### src/rtl/servo_pkg.sv
// Shared types and defaults for the two-channel servo pulse generator.
package servo_pkg;

  localparam int WIDTH_BITS = 21;

  typedef logic [WIDTH_BITS-1:0] width_t;

  typedef enum logic [1:0] {
    IDLE  = 2'd0,
    SLOT0 = 2'd1,
    SLOT1 = 2'd2
  } state_t;

  localparam int DEF_SLOT_TICKS = 1_000_000;
  localparam int DEF_MIN_W      = 100_000;
  localparam int DEF_MAX_W      = 200_000;

  function automatic width_t mid_width(input int mn, input int mx);
    return width_t'((mn + mx) / 2);
  endfunction

endpackage

### src/rtl/servo_slot_timer.sv
// Per-slot tick counter with terminal-count flag; held at zero when idle.
module servo_slot_timer
  import servo_pkg::*;
#(
  parameter int SLOT_TICKS = DEF_SLOT_TICKS
) (
  input  logic   clk,
  input  logic   reset,
  input  logic   run,
  output width_t cnt_nxt,
  output logic   tc
);

  localparam width_t LAST = width_t'(SLOT_TICKS - 1);

  width_t cnt_q;
  width_t cnt_d;

  assign tc      = run && (cnt_q == LAST);
  assign cnt_nxt = cnt_d;

  always_comb begin
    cnt_d = cnt_q;
    if (!run) begin
      cnt_d = '0;
    end else if (cnt_q == LAST) begin
      cnt_d = '0;
    end else begin
      cnt_d = cnt_q + width_t'(1);
    end
  end

  always_ff @(posedge clk) begin
    if (reset) begin
      cnt_q <= '0;
    end else begin
      cnt_q <= cnt_d;
    end
  end

endmodule

### src/rtl/servo_pwm_gen.sv
// Two-slot servo PWM frame generator with shadowed width registers.
// Define SERVO_CLAMP_EN to clamp written widths into [MIN_W, MAX_W].
module servo_pwm_gen
  import servo_pkg::*;
#(
  parameter int SLOT_TICKS = DEF_SLOT_TICKS,
  parameter int MIN_W      = DEF_MIN_W,
  parameter int MAX_W      = DEF_MAX_W
) (
  input  logic        clk,
  input  logic        reset,
  input  logic        enable,
  input  logic        wr_valid,
  input  logic        wr_chan,
  input  logic [20:0] wr_width,
  output logic        wr_ready,
  output logic        pwm_out,
  output logic        chan_sel,
  output logic        frame_start
);

  localparam width_t MID_W  = mid_width(MIN_W, MAX_W);
  localparam width_t LAST_W = width_t'(SLOT_TICKS - 1);
`ifdef SERVO_CLAMP_EN
  localparam width_t LO_W   = width_t'(MIN_W);
  localparam width_t HI_W   = width_t'(MAX_W);
`endif

  state_t         state_q, state_d;
  width_t [1:0]   shadow_q, shadow_d;
  width_t [1:0]   active_q, active_d;
  logic           pwm_q, pwm_d;
  logic           sel_q, sel_d;
  logic           fs_q, fs_d;
  logic           rdy_q, rdy_d;

  logic           run;
  logic           tc;
  logic           load;
  width_t         cnt_nxt;
  width_t         wr_fit;

  assign run         = (state_q != IDLE);
  assign wr_ready    = rdy_q;
  assign pwm_out     = pwm_q;
  assign chan_sel    = sel_q;
  assign frame_start = fs_q;

  servo_slot_timer #(
    .SLOT_TICKS(SLOT_TICKS)
  ) u_timer (
    .clk    (clk),
    .reset  (reset),
    .run    (run),
    .cnt_nxt(cnt_nxt),
    .tc     (tc)
  );

  always_comb begin
`ifdef SERVO_CLAMP_EN
    if (wr_width < LO_W) begin
      wr_fit = LO_W;
    end else if (wr_width > HI_W) begin
      wr_fit = HI_W;
    end else begin
      wr_fit = wr_width;
    end
`else
    // Keep every pulse strictly inside its slot.
    wr_fit = (wr_width > LAST_W) ? LAST_W : wr_width;
`endif
  end

  always_comb begin
    state_d = state_q;
    load    = 1'b0;
    unique case (state_q)
      IDLE: begin
        if (enable) begin
          state_d = SLOT0;
          load    = 1'b1;
        end
      end
      SLOT0: begin
        if (tc) begin
          state_d = SLOT1;
        end
      end
      SLOT1: begin
        if (tc) begin
          if (enable) begin
            state_d = SLOT0;
            load    = 1'b1;
          end else begin
            state_d = IDLE;
          end
        end
      end
      default: state_d = IDLE;
    endcase
  end

  always_comb begin
    shadow_d = shadow_q;
    if (wr_valid && rdy_q) begin
      shadow_d[wr_chan] = wr_fit;
    end
    // Frame uses the shadow as it stood before this edge's write.
    active_d = load ? shadow_q : active_q;
  end

  always_comb begin
    fs_d  = load;
    sel_d = (state_d == SLOT1);
    rdy_d = 1'b1;
    pwm_d = 1'b0;
    unique case (state_d)
      SLOT0:   pwm_d = (cnt_nxt < active_d[0]);
      SLOT1:   pwm_d = (cnt_nxt < active_d[1]);
      default: pwm_d = 1'b0;
    endcase
  end

  always_ff @(posedge clk) begin
    if (reset) begin
      state_q  <= IDLE;
      shadow_q <= {MID_W, MID_W};
      active_q <= {MID_W, MID_W};
      pwm_q    <= 1'b0;
      sel_q    <= 1'b0;
      fs_q     <= 1'b0;
      rdy_q    <= 1'b0;
    end else begin
      state_q  <= state_d;
      shadow_q <= shadow_d;
      active_q <= active_d;
      pwm_q    <= pwm_d;
      sel_q    <= sel_d;
      fs_q     <= fs_d;
      rdy_q    <= rdy_d;
    end
  end

endmodule

### config.mk
export PLATFORM = sky130hd
export DESIGN_NAME = servo_pwm_gen
export DESIGN_NICKNAME = d
export VERILOG_FILES = /design/src/rtl/servo_pkg.sv /design/src/rtl/servo_slot_timer.sv /design/src/rtl/servo_pwm_gen.sv
export SDC_FILE = /design/constraint.sdc
export NUM_CORES = 1
export LEC_CHECK = 0
export CORE_UTILIZATION = 60
export CTS_BUF_LIST = sky130_fd_sc_hd__clkbuf_16
export DETAILED_ROUTE_END_ITERATION = 8
export GPL_TIMING_DRIVEN = 1
export PLACE_DENSITY = 0.8
export SLEW_MARGIN = 20
export SYNTH_ARGS = -nofsm -noshare
export SYNTH_HDL_FRONTEND = slang
export SYNTH_SLANG_ARGS = --single-unit
### constraint.sdc
create_clock -name clk -period 3.7 [get_ports clk]
set_input_delay 1.11 -clock clk [delete_from_list [all_inputs] [get_ports clk]]
set_output_delay 1.11 -clock clk [all_outputs]
set_load 0.02 [all_outputs]
==> metrics.yaml <==
drv_cap: 0
cts_tree: "yes"
status: "complete, no violations"
whs_ns: 0.4743
diodes: 0
place.gp.congestion: 0.9645
clk_pin_slew_worst_paths_ns: 0.07
criticalPathCategory: "in -> reg"
yosysSeqAreaShare_pct: 41.25
cts_max_path_buffers: 2
finClkSkew_ns: 0.009355
synth-async-reset-ratio_pct: 0
final_max_slew_viol_count: 0
clkLatencyLatePin_ns: 0.35
grt_use_total_pct: 27.74
critPathSlowestCell: "clkdlybuf4s50_1"
synthToLayoutAreaGrowth_pct: 13.31
hold_viol: 0
layout_commonest_cell: "dfxtp_1"
drtIter0Drc: 163
end_kind: "register"
critPathBufInv: 3
crit_path_start_kind: "primary input"
r2r_end: "pwm_out$_SDFF_PP0_"
worstSetupStartpoint: "enable"
dp_hpwl_um: 9034
hp-start: "shadow_q[12]$_SDFFE_PP0P_"
power.density_nw_per_um2: 392.9
synth_top_cell_area_share_pct: 41.25
relSlewSlack_pct: 32.38
clock.fmax_mhz: 293.2
syn_area_per_cell_um2: 9.223
worstHoldPathType: "reg -> reg"
post_cts_buffers: 0
grt_pass1_wl_um: 20760
rows: 34
multiInputGateArea_um2: 2980
worst_slew_pin_slew_ns: 1.013
ant_nets: 0
timing.final.crit_share_pct: 92.19
leakage_nw: 2.362
vias_per_cell: 5.925
whs_endpoint: "shadow_q[12]$_SDFFE_PP0P_"
dieArea_um2: 9361
netlist_area_um2: 5386
grt_overflow: 0
cts_root_buf: "clkbuf_16"
numPortBuffers: 29
holdBufCountCts: 0
postCtsResizedCells: 0
finish.utilization_pct: 69.99
n_fill_cell: 689
grt_setup_unrepaired: "no"
numCtsBuffers: 9
nets: 680
dieHeight_um: 96.75
cp_max_fo: 18
yosysUniqueCellTypes: 50
whs_path_depth: 2
ys.warnings.count: 0
worstPathRequired_ns: 3.93
grt_max_degree: 67
antenna_found_initial: 0
vias: 4284
clock-sinks: 111
finalSetupViolCount: 0
synthesis.nets: 653
fp.coreArea_um2: 8721
pin_count: 30
critPathMaxStageDelay_ns: 0.49
routed_wl_um: 12500
drc: 0
start_util_pct: 61.76
synth_enable_flop_cells: 0
power.total_mw: 2.398
first_pass_iters: 5
drive_gt1_share_pct: 14.31
final_cell_mix: "dfxtp_1 (111), nor2_1 (86), nand2_1 (50)"
grt_pass1_vias: 4225
regArea_um2: 2222
synth_top_area_cell: "dfxtp_1"
reg2reg_from: "u_timer.cnt_q[0]$_SDFF_PP0_"
crit_family: "simple AND/OR/NAND/NOR gates"
critPathArrivalTime_ns: 3.64
vdd_drop_max_mv: 0.3042
ys_seq_elements: 111
worstRegToRegCells: 14
cts-htree-levels: 3
synthFlopType: "dfxtp_1"
detail_route.wl_per_cell_um: 17.29
reg2reg_slack_ns: 0.31
fin_crit_ns: 3.411
synthTopCellsByArea: "dfxtp_1 (41%), ha_1 (10%), mux2i_2 (10%)"
crit_path_cell_trace: "clkdlybuf4s50_1, nand2b_1, nand2b_4, buf_12, buf_4, mux2i_2, ha_1, nand4_1, nor4_1, nand2_1, a211oi_1, o22ai_1"
fp.dieW_um: 96.75
netlist_instances: 584
-- layer usage --
layer	vias up	global-route usage [%]	wire [µm]
li1	2120	-	-
met1	2056	36.36	5743
met2	88	46.42	6040
met3	20	5.419	494
met4	0	8.266	221
met5	-	0	0
-- how the worst max path moves through the flow --
| stage | to | slack (ns) | cells past startpoint |
|---|---|---|---|
| after floorplan | pwm_out$_SDFF_PP0_ | 0.48 | 12 |
| after global placement | pwm_out$_SDFF_PP0_ | 0.02 | 13 |
| after detailed placement | pwm_out$_SDFF_PP0_ | -0.004 | 12 |
| after CTS | pwm_out$_SDFF_PP0_ | 0.30 | 14 |
| after global routing | pwm_out$_SDFF_PP0_ | 0.08 | 15 |
| final | pwm_out$_SDFF_PP0_ | 0.29 | 12 |
-- flip-flops by register name (all words and copies together) (netlist names) --
name and cells:
chan_sel 1, state_q 2, frame_start 1, shadow_q 42, wr_ready 1, active_q 42
pwm_out 1, u_timer.cnt_q 21
-- final cells by class --
| type | instances | area share [%] |
|---|---|---|
| flip-flops and latches | 111 | 36.41 |
| well taps | 108 | 2.214 |
| clock inverters | 6 | 0.8815 |
| clock buffers | 9 | 3.690 |
| multi-input cells | 433 | 48.83 |
| inverters | 7 | 0.4305 |
| repair buffers | 49 | 7.544 |
-- worst register-to-register path: cells and delay by family, from the launching register on --
kind | cells | cell delay [ns]
fa+ha+maj | 2 | 0.55
simple gates | 6 | 1.22
buf+inv | 2 | 0.37
mux | 1 | 0.17
flops | 1 | 0.44
compound gates | 3 | 0.53
-- logic make-up (layout without fill, tap and decap cells) --
group           Yosys count  after routing  synth area share, %
xor+xnor                 19             19                3.089
buf+inv                  40             71                3.717
compound gates           94             94                10.80
fa+ha+maj                43             43                9.988
flops                   111            111                41.25
simple gates            235            235                20.63
mux                      42             42                10.52
-- stage by stage --
step	worst slack, ns	TNS [ns]	cells	instance area, µm²
2_1_floorplan	0.4801	0	584	5386
3_3_place_gp	0.01977	0	708	5822
3_5_place_dp	-0.004356	-0.004356	708	5822
4_1_cts	0.2983	0	723	6101
5_1_grt	0.07970	0	723	6103
6_report	0.2891	0	723	6103
-- report_power, final --
group,internal [mW],switching (mW),leakage (nW)
logic,0.102,0.127,1.33
clock network,0.467,0.458,0.135
registers,1.22,0.0201,0.902
-- synth_stat cells (4+ instances only) --
library cell,number
dfxtp_1,111
nor2_1,86
nand2_1,50
ha_1,43
mux2i_2,39
nor3_1,37
a21oi_1,32
clkbuf_1,22
o21ai_0,20
nand3_1,18
a211oi_1,12
xor2_1,11
nand4_1,10
and3_1,9
xnor2_1,8
a21o_1,7
inv_1,7
buf_6,6
buf_2,4
nand2b_1,4
o211ai_1,4
Power figures use the tool's default switching activity.
